<file path="config.mk">
export PLATFORM = sky130hd
export DESIGN_NAME = qs_srt_issue_ctrl
export DESIGN_NICKNAME = d
export VERILOG_FILES = /design/src/rtl/qs_srt_pkg.sv /design/src/rtl/qs_srt_scoreboard.sv /design/src/rtl/qs_srt_issue_ctrl.sv
export SDC_FILE = /design/constraint.sdc
export NUM_CORES = 1
export LEC_CHECK = 0
export ABC_AREA = 1
export CAP_MARGIN = 20
export CORE_ASPECT_RATIO = 1.25
export CORE_MARGIN = 3
export CORE_UTILIZATION = 45
export DETAILED_ROUTE_END_ITERATION = 12
export DONT_BUFFER_PORTS = 1
export SYNTH_ARGS = -nofsm -noshare
export SYNTH_HDL_FRONTEND = slang
export SYNTH_HIERARCHICAL = 1
export SYNTH_SLANG_ARGS = --single-unit
export TNS_END_PERCENT = 1
</file>
<file path="constraint.sdc">
create_clock -name clk -period 3.25 [get_ports clk]
set_clock_uncertainty 0.05 [all_clocks]
set_input_delay 0.8125 -clock clk [delete_from_list [all_inputs] [get_ports clk]]
set_output_delay 0.8125 -clock clk [all_outputs]
set_load 0.02 [all_outputs]
</file>
<file path="src/rtl/qs_srt_pkg.sv">
// rtl/qs_srt_pkg.sv - shared qs_srt types: registers, microcode word, issue FSM states
package qs_srt_pkg;

  localparam int QS_SRT_REGS_N     = 8;
  localparam int QS_SRT_LD_OUTST_N = 4;

  typedef logic [2:0] reg_t;
  localparam reg_t BLINK = 3'd7;

  typedef enum logic [3:0] {
    OP_NOP   = 4'd0,
    OP_ADD   = 4'd1,
    OP_LD    = 4'd2,
    OP_POP   = 4'd3,
    OP_JCC   = 4'd4,
    OP_CALL  = 4'd5,
    OP_RET   = 4'd6,
    OP_AWAIT = 4'd7,
    OP_ILL   = 4'd15
  } opcode_t;

  typedef struct packed {
    opcode_t     op;
    reg_t        dst;
    reg_t        src0;
    reg_t        src1;
    logic        dst_en;
    logic        src0_en;
    logic        src1_en;
    logic        is_load;
    logic        is_pop;
    logic        is_jump;
    logic        is_ret;
    logic        is_await;
    logic        invalid_inst;
    logic [15:0] imm;
  } ucode_t;

  typedef enum logic [1:0] {
    RUN     = 2'd0,
    BR_WAIT = 2'd1,
    AWAIT   = 2'd2,
    ERROR   = 2'd3
  } issue_state_t;

  function automatic logic is_ctrl(input ucode_t u);
    return u.is_jump | u.is_ret;
  endfunction

  function automatic logic uses_credit(input ucode_t u);
    return u.is_load | u.is_pop;
  endfunction

endpackage

</file>
<file path="src/rtl/qs_srt_scoreboard.sv">
// rtl/qs_srt_scoreboard.sv - pending-writeback register vector and outstanding LD/POP credit counter
module qs_srt_scoreboard
  import qs_srt_pkg::*;
#(
  parameter int REGS_N  = QS_SRT_REGS_N,
  parameter int OUTST_N = QS_SRT_LD_OUTST_N
) (
  input  logic              clk,
  input  logic              rst_n,
  input  logic              set_vld,
  input  reg_t              set_idx,
  input  logic              clr_vld,
  input  reg_t              clr_idx,
  output logic [REGS_N-1:0] sb,
  output logic              full,
  output logic              empty,
  output logic              clr_err
);

  localparam int CW = $clog2(OUTST_N + 1);

  logic [CW-1:0]     cnt;
  logic [REGS_N-1:0] sb_nxt;
  logic              clr_ok;

  // A writeback for a register nobody is waiting on is dropped so cnt never underflows.
  assign clr_err = clr_vld & ((cnt == '0) | ~sb[clr_idx]);
  assign clr_ok  = clr_vld & ~clr_err;
  assign full    = (cnt == CW'(OUTST_N));
  assign empty   = (cnt == '0);

  always_comb begin
    sb_nxt = sb;
    if (clr_ok)  sb_nxt[clr_idx] = 1'b0;
    if (set_vld) sb_nxt[set_idx] = 1'b1;
  end

  always_ff @(posedge clk or negedge rst_n) begin
    if (!rst_n) begin
      sb  <= '0;
      cnt <= '0;
    end else begin
      sb <= sb_nxt;
      case ({set_vld, clr_ok})
        2'b10:   cnt <= cnt + CW'(1);
        2'b01:   cnt <= cnt - CW'(1);
        default: cnt <= cnt;
      endcase
    end
  end

endmodule

</file>
<file path="src/rtl/qs_srt_issue_ctrl.sv">
// rtl/qs_srt_issue_ctrl.sv - issue controller: hazard/credit gating, control-flow FSM, registered issue slot
module qs_srt_issue_ctrl
  import qs_srt_pkg::*;
#(
  parameter int REGS_N     = QS_SRT_REGS_N,
  parameter int LD_OUTST_N = QS_SRT_LD_OUTST_N
) (
  input  logic   clk,
  input  logic   rst_n,
  input  logic   dec_vld,
  input  ucode_t dec_ucode,
  output logic   dec_rdy,
  output logic   iss_vld,
  output ucode_t iss_ucode,
  input  logic   iss_rdy,
  input  logic   wb_vld,
  input  reg_t   wb_dst,
  input  logic   br_done,
  input  logic   evt_vld,
  output logic   fe_flush,
  output logic   busy,
  output logic   err
);

  issue_state_t      state, state_nxt;
  logic [REGS_N-1:0] sb;
  logic              sb_full, sb_empty, wb_err;
  logic              hz, credit_stall, slot_free, ill_seen;

  qs_srt_scoreboard #(
    .REGS_N (REGS_N),
    .OUTST_N(LD_OUTST_N)
  ) u_sb (
    .clk    (clk),
    .rst_n  (rst_n),
    .set_vld(dec_rdy & uses_credit(dec_ucode)),
    .set_idx(dec_ucode.dst),
    .clr_vld(wb_vld),
    .clr_idx(wb_dst),
    .sb     (sb),
    .full   (sb_full),
    .empty  (sb_empty),
    .clr_err(wb_err)
  );

  // Hazard looks only at the registered scoreboard; a same-cycle writeback is not bypassed.
  assign hz = (dec_ucode.src0_en & sb[dec_ucode.src0])
            | (dec_ucode.src1_en & sb[dec_ucode.src1])
            | (dec_ucode.dst_en  & sb[dec_ucode.dst]);

  assign credit_stall = uses_credit(dec_ucode) & sb_full;
  assign slot_free    = ~iss_vld | iss_rdy;
  assign ill_seen     = (state == RUN) & dec_vld & dec_ucode.invalid_inst;

  assign dec_rdy = (state == RUN) & dec_vld & ~dec_ucode.invalid_inst
                 & ~hz & ~credit_stall & slot_free;

  always_comb begin
    state_nxt = state;
    case (state)
      RUN: begin
        if (ill_seen)                              state_nxt = ERROR;
        else if (dec_rdy && is_ctrl(dec_ucode))    state_nxt = BR_WAIT;
        else if (dec_rdy && dec_ucode.is_await)    state_nxt = AWAIT;
      end
      BR_WAIT: if (br_done) state_nxt = RUN;
      AWAIT:   if (evt_vld) state_nxt = RUN;
      ERROR:   state_nxt = ERROR;
      default: state_nxt = ERROR;
    endcase
  end

  always_ff @(posedge clk or negedge rst_n) begin
    if (!rst_n) begin
      state     <= RUN;
      iss_vld   <= 1'b0;
      iss_ucode <= '0;
      fe_flush  <= 1'b0;
      err       <= 1'b0;
    end else begin
      state    <= state_nxt;
      fe_flush <= dec_rdy & is_ctrl(dec_ucode);
      err      <= err | ill_seen | wb_err;
      if (dec_rdy) begin
        iss_vld   <= 1'b1;
        iss_ucode <= dec_ucode;
      end else if (iss_rdy) begin
        iss_vld   <= 1'b0;
      end
    end
  end

  assign busy = (state != RUN) | ~sb_empty;

endmodule

</file>
==> tab_implementation.tex, run 1 <==
\begin{tabular}{lr}
\hline
Metric & Value \\
\hline
\multicolumn{2}{l}{\textbf{Cells and area}} \\
\quad Area of the multi-input gates & 0.00117 mm² \\
\quad Final standard cell utilization of the core & 0.492 \\
\quad Most frequent cells in the layout & sky130\_fd\_sc\_hd\_\_nand2\_1 (153), sky130\_fd\_sc\_hd\_\_dfrtp\_1 (54), sky130\_fd\_sc\_hd\_\_inv\_1 (40) \\
\quad FF/Latch Area & 0.00135 mm² \\
\quad Count of placed standard cells in the final layout, fillers left out & 443 \\
\quad Final design instance area without fill & 0.00290 mm² \\
\quad Share of post-route cells with drive strength above 1 & 0.0582 \\
\quad Relative area change from synthesis to final layout & 4.75\% \\
\quad Number of fill cells in the layout & 615 \\
\quad NumNets Final & 410 \\
\quad \# diodes & 0 \\
\quad Leading cell type in the layout, fill and taps excluded & sky130\_fd\_sc\_hd\_\_nand2\_1 \\
\multicolumn{2}{l}{\textbf{Clock network}} \\
\quad Gates resized, CTS repair & 0 \\
\quad Count of clock tree sinks & 54 \\
\quad Clock tree from TritonCTS & built \\
\quad Clk pin slew, worst setup/hold paths & 0.09 ns \\
\quad Clk\_lat worst skew & 0.30 ns \\
\quad Number of hold buffers added after CTS & 0 \\
\quad Deepest level of the CTS H-tree & 2 \\
\quad Buffer levels on the longest clock path & 2 \\
\quad Cell at the root of the clock tree & sky130\_fd\_sc\_hd\_\_clkbuf\_8 \\
\quad Number of post-CTS setup repair buffers & 0 \\
\quad Inserted Clock Buffers & 5 \\
\multicolumn{2}{l}{\textbf{STA}} \\
\quad Actual slew at the worst max-slew pin & 0.454 ns \\
\quad Pins Over Slew Limit & 0 \\
\quad Final worst path period share & 0.874 \\
\quad Relative slew slack & 0.697 \\
\quad Final Hold Vio Count & 0 \\
\quad Setup TNS & 0 ns \\
\quad Unrepaired setup endpoints after global routing & false \\
\quad Min Tclk post-route & 2.84 ns \\
\quad Post-route worst hold slack & 0.141 ns \\
\quad Maximum clock frequency & 352 MHz \\
\quad Minimum setup slack in the final design & 0.410 ns \\
\quad Count of endpoints failing setup in the final report & 0 \\
\multicolumn{2}{l}{\textbf{Place}} \\
\quad Instance area at placement & 0.00281 mm² \\
\quad Placer's final routability congestion estimate & 0.893 \\
\quad Number of port buffers & 0 \\
\quad Placed insts & 435 \\
\quad Setup WS pre-CTS & 0.213 ns \\
\quad Detailed placement HPWL & 4670 µm \\
\multicolumn{2}{l}{\textbf{Worst setup path}} \\
\quad Worst EP required & 2.39 ns \\
\quad Type of destination of the critical path & output pin \\
\quad Register-to-register setup slack & 0.58 ns \\
\quad Buffering stage count on the worst path with inverters included & 2 \\
\quad Number of stages on the worst setup path & 8 \\
\quad Terminus of the critical flop-to-flop path & u\_sb/cnt[2] \\
\quad Setup crit start & state[1] \\
\quad Arrival time of data at the critical path endpoint & 1.98 ns \\
\quad R2R depth & 16 \\
\quad Max FO, Critical Path & 17 \\
\quad Critical Path Slowest Stage Cell & sky130\_fd\_sc\_hd\_\_dfrtp\_1 \\
\quad Delay of the slowest cell on the worst path & 0.46 ns \\
\quad Reg2Reg Launch Point & u\_sb/cnt[1] \\
\quad Setup CP Type & flop to output pin \\
\quad Cell family with most CP delay & simple AND/OR/NAND/NOR gates \\
\quad Most repeated library cell on the critical path & sky130\_fd\_sc\_hd\_\_nand2\_1 \\
\quad Capture point of the worst path & dec\_rdy \\
\quad Critical Path Start Type & flop \\
\quad Cell-by-cell trace of the critical path & nor2\_4 -> nand2\_1 -> nor3\_2 -> nand2\_1 -> nor2\_2 -> nand2\_2 -> clkinv\_2 -> buf\_4 \\
\multicolumn{2}{l}{\textbf{Synthesis}} \\
\quad \#FFs+latches synth & 54 \\
\quad Leading cell types by total area after synthesis & sky130\_fd\_sc\_hd\_\_dfrtp\_1 (49\%), sky130\_fd\_sc\_hd\_\_nand2\_1 (21\%), sky130\_fd\_sc\_hd\_\_nand3\_1 (6.7\%) \\
\quad Mean area per synthesized cell & 7.67 µm² \\
\quad Leading area contributor after synthesis & sky130\_fd\_sc\_hd\_\_dfrtp\_1 \\
\quad Instance count of the mapped netlist & 361 \\
\quad Cell Area, Synth & 0.00277 mm² \\
\quad Seq/Total Area, Yosys & 0.488 \\
\quad Number of distinct library cells after synthesis & 30 \\
\quad Synthesis warning total & 6 \\
\quad Share of the synthesized area in the top cell type & 0.488 \\
\quad Number of nets in the synthesized netlist & 411 \\
\multicolumn{2}{l}{\textbf{Routing}} \\
\quad Vias after detailed routing & 2222 \\
\quad Wirelength, routed & 6200 µm \\
\quad Routed wirelength normalized by instance count & 14.0 µm \\
\quad Count of TritonRoute iterations in the first routing pass & 4 \\
\quad Antenna-violating nets left & 0 \\
\quad Initial DRC Count & 119 \\
\quad Drt via density & 5.02 \\
\quad DRC & 0 \\
\multicolumn{2}{l}{\textbf{GRT}} \\
\quad Overall global routing resource usage & 0.178 \\
\quad Antenna violations before repair & 0 \\
\quad Largest net degree at the start of global routing & 55 \\
\quad Grt total ovfl & 0 \\
\quad Number of global-route vias before repair & 2041 \\
\quad Global-route wire length before repair & 10300 µm \\
\multicolumn{2}{l}{\textbf{Floorplanning}} \\
\quad Starting density of the core & 0.469 \\
\quad Row count & 31 \\
\quad Area of the placeable core & 0.00590 mm² \\
\quad Number of top-level pins & 91 \\
\quad Y dimension of the die & 93.7 µm \\
\quad Area enclosed by the die boundary & 0.00713 mm² \\
\quad Overall die width & 76.1 µm \\
\multicolumn{2}{l}{\textbf{Run}} \\
\quad Number of max-capacitance violations reported & 0 \\
\multicolumn{2}{l}{\textbf{Pwr}} \\
\quad Design Power & 1.17 mW \\
\quad Leak & 1.59 nW \\
\quad Worst VDD drop & 155 µV \\
\quad PwrDens & 403 mW/mm² \\
\multicolumn{2}{l}{\textbf{Status}} \\
\quad Status & finished clean \\
\multicolumn{2}{l}{\textbf{Worst hold path}} \\
\quad Hold Path Class & primary input to asynchronous set/reset pin \\
\hline
\end{tabular}
## Yosys cell counts
library cell	n
sky130_fd_sc_hd__a21boi_0	3
sky130_fd_sc_hd__a21oi_1	1
sky130_fd_sc_hd__a31oi_1	1
sky130_fd_sc_hd__buf_2	4
sky130_fd_sc_hd__buf_4	3
sky130_fd_sc_hd__buf_6	3
sky130_fd_sc_hd__clkbuf_1	1
sky130_fd_sc_hd__clkinv_2	1
sky130_fd_sc_hd__dfrtp_1	54
sky130_fd_sc_hd__fa_1	1
sky130_fd_sc_hd__ha_1	1
sky130_fd_sc_hd__inv_1	40
sky130_fd_sc_hd__inv_2	3
sky130_fd_sc_hd__nand2_1	153
sky130_fd_sc_hd__nand2_2	1
sky130_fd_sc_hd__nand2_4	1
sky130_fd_sc_hd__nand3_1	37
sky130_fd_sc_hd__nand3_4	1
sky130_fd_sc_hd__nand4_1	20
sky130_fd_sc_hd__nor2_1	7
sky130_fd_sc_hd__nor2_2	1
sky130_fd_sc_hd__nor2_4	2
sky130_fd_sc_hd__nor3_1	2
sky130_fd_sc_hd__nor3_2	1
sky130_fd_sc_hd__o211ai_1	1
sky130_fd_sc_hd__o21a_1	1
sky130_fd_sc_hd__o21ai_0	14
sky130_fd_sc_hd__o22ai_1	1
sky130_fd_sc_hd__xnor2_1	1
sky130_fd_sc_hd__xor2_1	1
## power breakdown
part,leakage [nW],internal [mW],switching [mW]
sequential,0.726,0.688,0.0172
combinational,0.815,0.0390,0.0600
clock,0.0452,0.153,0.212
## per-layer routing
| metal | vias up | global-route usage | share of wire |
|---|---|---|---|
| met2 | 76 | 0.284 | 0.48 |
| met3 | 9 | 0.0499 | 0.075 |
| li1 | 1142 | - | - |
| met5 | - | 0 | 0 |
| met1 | 995 | 0.235 | 0.42 |
| met4 | 0 | 0.0634 | 0.020 |
## cell families (layout without fill, tap and decap cells)
logic type | count (synthesis) | after routing | synth area share
xor+xnor | 2 | 2 | 0.00633
fa+ha+maj | 2 | 2 | 0.0118
flops | 54 | 54 | 0.488
compound gates | 22 | 22 | 0.0452
simple gates | 226 | 226 | 0.359
buf+inv | 55 | 55 | 0.0891
## worst register-to-register path, stage by stage, from the launching register on
cell                       delay [ns]
sky130_fd_sc_hd__dfrtp_1         0.42
sky130_fd_sc_hd__nor3_1          0.22
sky130_fd_sc_hd__o21a_1          0.17
sky130_fd_sc_hd__nor3_2          0.05
sky130_fd_sc_hd__nand2_1         0.07
sky130_fd_sc_hd__nor2_2          0.06
sky130_fd_sc_hd__nand2_2         0.07
sky130_fd_sc_hd__clkinv_2        0.19
sky130_fd_sc_hd__nand2_1         0.14
sky130_fd_sc_hd__nand2_1         0.08
sky130_fd_sc_hd__inv_1           0.06
sky130_fd_sc_hd__ha_1            0.13
sky130_fd_sc_hd__inv_1           0.06
sky130_fd_sc_hd__fa_1            0.38
sky130_fd_sc_hd__a21oi_1         0.14
sky130_fd_sc_hd__o21ai_0         0.11
sky130_fd_sc_hd__xor2_1          0.15
## cell type report
type,instances,area share
inverter,44,0.0574
clock buffer,6,0.0250
sequential,54,0.466
multi-input combinational,252,0.404
clock inverter,2,0.00475
tap,82,0.0354
timing repair buffer,3,0.00777
## registers in the layout, summed over array words and instances (netlist names)
signal	cells
fe_flush	1
u_sb/cnt	3
iss_vld	1
u_sb/sb	8
state	2
iss_ucode	38
err	1
## worst min-delay path by stage
| stage | start | cells after the start | slack, ns | endpoint |
|---|---|---|---|---|
| after floorplan | u_sb/cnt[0] | 1 | 0.44 | u_sb/cnt[0] |
| after global placement | u_sb/cnt[0] | 1 | 0.46 | u_sb/cnt[0] |
| after detailed placement | u_sb/cnt[0] | 1 | 0.46 | u_sb/cnt[0] |
| after CTS | rst_n | 0 | 0.12 | iss_ucode[33] |
| after global routing | rst_n | 0 | 0.11 | iss_ucode[35] |
| final | rst_n | 0 | 0.14 | iss_ucode[16] |
Note: power is estimated with default switching activity, not from simulation.
==> run 2, diff against run 1 <==
CTS_BUF_LIST = sky130_fd_sc_hd__clkbuf_8   (was default)
==> run 2 against run 1 <==
Sequential power about the same; wire length about the same; total power down 0.26%; critical endpoint unchanged; largest power group unchanged.
==> tab_implementation.tex, run 2 (same netlist as run 1, synthesis figures left out) <==
\begin{tabular}{lr}
\hline
Metric & Value \\
\hline
\multicolumn{2}{l}{\textbf{Clock network}} \\
\quad Number of hold buffers added after CTS & 0 (unchanged) \\
\quad Cell at the root of the clock tree & sky130\_fd\_sc\_hd\_\_clkbuf\_8 \\
\quad Clock tree from TritonCTS & built \\
\quad Inserted Clock Buffers & 5 (unchanged) \\
\quad Number of post-CTS setup repair buffers & 0 (unchanged) \\
\quad Buffer levels on the longest clock path & 2 (unchanged) \\
\quad Deepest level of the CTS H-tree & 2 (unchanged) \\
\quad Gates resized, CTS repair & 0 (unchanged) \\
\quad Clk\_lat worst skew & 0.30 ns (about the same) \\
\quad Clk pin slew, worst setup/hold paths & 0.09 ns (about the same) \\
\quad Count of clock tree sinks & 54 (unchanged) \\
\multicolumn{2}{l}{\textbf{Pwr}} \\
\quad Leak & 1.59 nW (+0.26\%) \\
\quad Switching power summed over all nets & 0.290 mW (about the same) \\
\quad Worst VDD drop & 154 µV (about the same) \\
\quad Share of total power in combinational logic & 0.085 (about the same) \\
\quad Relative contribution of sequential cells to total power & 0.605 (+0.002) \\
\quad Switch share & 0.248 (+0.000685) \\
\quad PwrDens & 402 mW/mm² (-0.26\%) \\
\quad Power Internal & 0.876 mW (-0.35\%) \\
\quad Clock share of power & 0.310 (-0.002) \\
\multicolumn{2}{l}{\textbf{Worst setup path}} \\
\quad Reg2Reg Launch Point & u\_sb/cnt[1] \\
\quad R2R depth & 16 (unchanged) \\
\quad Critical Path Start Type & flop \\
\quad Max FO, Critical Path & 17 (unchanged) \\
\quad Arrival time of data at the critical path endpoint & 1.98 ns (about the same) \\
\quad Register-to-register setup slack & 0.58 ns (about the same) \\
\quad Terminus of the critical flop-to-flop path & u\_sb/cnt[2] \\
\quad Type of destination of the critical path & output pin \\
\quad Worst EP required & 2.39 ns (about the same) \\
\quad Setup CP Type & flop to output pin \\
\multicolumn{2}{l}{\textbf{STA}} \\
\quad Actual slew at the worst max-slew pin & 0.453 ns (-0.00150 ns) \\
\quad Count of endpoints failing setup in the final report & 0 (unchanged) \\
\quad Minimum setup slack in the final design & 0.404 ns (-0.00599 ns) \\
\quad Unrepaired setup endpoints after global routing & false \\
\quad Final Hold Vio Count & 0 (unchanged) \\
\quad Relative slew slack & 0.698 (+0.000998) \\
\quad Pins Over Slew Limit & 0 (unchanged) \\
\quad Maximum clock frequency & 351 MHz (-0.21\%) \\
\quad Min Tclk post-route & 2.85 ns (+0.00599 ns) \\
\quad Setup TNS & 0 ns (unchanged) \\
\quad Final worst path period share & 0.876 (+0.00184) \\
\multicolumn{2}{l}{\textbf{Routing}} \\
\quad Drt via density & 5.01 (-0.18\%) \\
\quad Antenna-violating nets left & 0 (unchanged) \\
\quad Initial DRC Count & 114 (-4.2\%) \\
\quad Vias after detailed routing & 2218 (-0.18\%) \\
\quad Routed wirelength normalized by instance count & 14.0 µm (about the same) \\
\quad Wirelength, routed & 6200 µm (about the same) \\
\quad DRC & 0 (unchanged) \\
\quad Count of TritonRoute iterations in the first routing pass & 4 (unchanged) \\
\multicolumn{2}{l}{\textbf{Place}} \\
\quad Number of port buffers & 0 (unchanged) \\
\quad Setup WS pre-CTS & 0.213 ns (unchanged) \\
\quad Detailed placement HPWL & 4670 µm (unchanged) \\
\quad Placer's final routability congestion estimate & 0.893 (unchanged) \\
\quad Placed insts & 435 (unchanged) \\
\multicolumn{2}{l}{\textbf{Floorplanning}} \\
\quad Area enclosed by the die boundary & 0.00713 mm² (unchanged) \\
\quad Y dimension of the die & 93.7 µm (unchanged) \\
\quad Area of the placeable core & 0.00590 mm² (unchanged) \\
\quad Row count & 31 (unchanged) \\
\quad Overall die width & 76.1 µm (unchanged) \\
\quad Starting density of the core & 0.469 (unchanged) \\
\quad Number of top-level pins & 91 (unchanged) \\
\multicolumn{2}{l}{\textbf{GRT}} \\
\quad Grt total ovfl & 0 (unchanged) \\
\quad Overall global routing resource usage & 0.178 (unchanged) \\
\quad Global-route wire length before repair & 10300 µm (unchanged) \\
\quad Largest net degree at the start of global routing & 55 (unchanged) \\
\quad Number of global-route vias before repair & 2041 (unchanged) \\
\quad Antenna violations before repair & 0 (unchanged) \\
\multicolumn{2}{l}{\textbf{Cells and area}} \\
\quad NumNets Final & 410 (unchanged) \\
\quad \# diodes & 0 (unchanged) \\
\quad Leading cell type in the layout, fill and taps excluded & sky130\_fd\_sc\_hd\_\_nand2\_1 \\
\quad Count of placed standard cells in the final layout, fillers left out & 443 (unchanged) \\
\quad Registers with the most flip-flops & iss\_ucode x38, u\_sb/sb x8, u\_sb/cnt x3 \\
\quad Number of fill cells in the layout & 615 (unchanged) \\
\quad Register containing the most flip-flops in the final layout & iss\_ucode \\
\quad Most frequent cells in the layout & sky130\_fd\_sc\_hd\_\_nand2\_1 (153), sky130\_fd\_sc\_hd\_\_dfrtp\_1 (54), sky130\_fd\_sc\_hd\_\_inv\_1 (41) \\
\quad Relative area change from synthesis to final layout & 4.75\% (unchanged) \\
\quad Max FFs per register & 38 (unchanged) \\
\quad Share of post-route cells with drive strength above 1 & 0.0582 (unchanged) \\
\multicolumn{2}{l}{\textbf{Worst hold path}} \\
\quad Hold Path Class & primary input to asynchronous set/reset pin \\
\multicolumn{2}{l}{\textbf{Status}} \\
\quad Status & finished clean \\
\multicolumn{2}{l}{\textbf{Run}} \\
\quad Number of max-capacitance violations reported & 0 (unchanged) \\
\hline
\end{tabular}
-- run 2: worst max path at each step --
stage / from / depth (start not counted) / slack, ns / endpoint
final: state[1] / 8 / 0.40 / dec_rdy
after global routing: state[1] / 8 / 0.19 / dec_rdy
after CTS: state[1] / 8 / 0.35 / dec_rdy
after detailed placement: dec_ucode[25] / 18 / 0.21 / u_sb/cnt[2]
after global placement: dec_ucode[25] / 18 / 0.29 / u_sb/cnt[2]
after floorplan: dec_ucode[25] / 19 / 0.35 / u_sb/cnt[2]
-- run 2: worst max-delay path: stages (launching register included) --
cell                       delay (ns)
sky130_fd_sc_hd__dfrtp_1         0.46
sky130_fd_sc_hd__nor2_4          0.17
sky130_fd_sc_hd__nand2_1         0.07
sky130_fd_sc_hd__nor3_2          0.19
sky130_fd_sc_hd__nand2_1         0.09
sky130_fd_sc_hd__nor2_2          0.18
sky130_fd_sc_hd__nand2_2         0.08
sky130_fd_sc_hd__clkinv_2        0.18
sky130_fd_sc_hd__buf_4           0.25
-- run 2: routing by layer --
layer  GRT usage  part of all wire  vias up  wire length [µm]
li1            -                 -     1142                 -
met1       0.235              0.42      993              2630
met2       0.284              0.48       74              2990
met3      0.0499             0.074        9               458
met4      0.0634             0.020        0               126
met5           0                 0        -                 0
-- run 2: cell type report --
class | instances | area (µm²) | share of cell area
Clock inverter | 3 | 17.5 | 0.00604
Timing Repair Buffer | 3 | 22.5 | 0.00777
Multi-Input combinational cell | 252 | 1170 | 0.404
Inverter | 44 | 166 | 0.0574
Clock buffer | 5 | 68.8 | 0.0237
Sequential cell | 54 | 1350 | 0.466
Tap cell | 82 | 103 | 0.0354
-- run 2: power groups by stage --
stage                     clock, mW  sequential, mW  combinational [mW]
after floorplan                   0           0.714              0.0885
after global routing          0.403           0.707               0.115
after CTS                     0.382           0.705              0.0998
after detailed placement          0           0.717              0.0994
after global placement            0           0.717              0.0991
final                         0.362           0.705              0.0991
-- run 2: metrics by stage --
step,instance area [µm²],util,power [mW],hold slack (ns)
2_1_floorplan,2770,-,0.802,0.439
3_3_place_gp,2810,0.477,0.817,0.459
3_5_place_dp,2810,0.477,0.816,0.464
4_1_cts,2900,0.492,1.19,0.123
5_1_grt,2900,0.492,1.23,0.114
6_report,2900,0.492,1.17,0.141
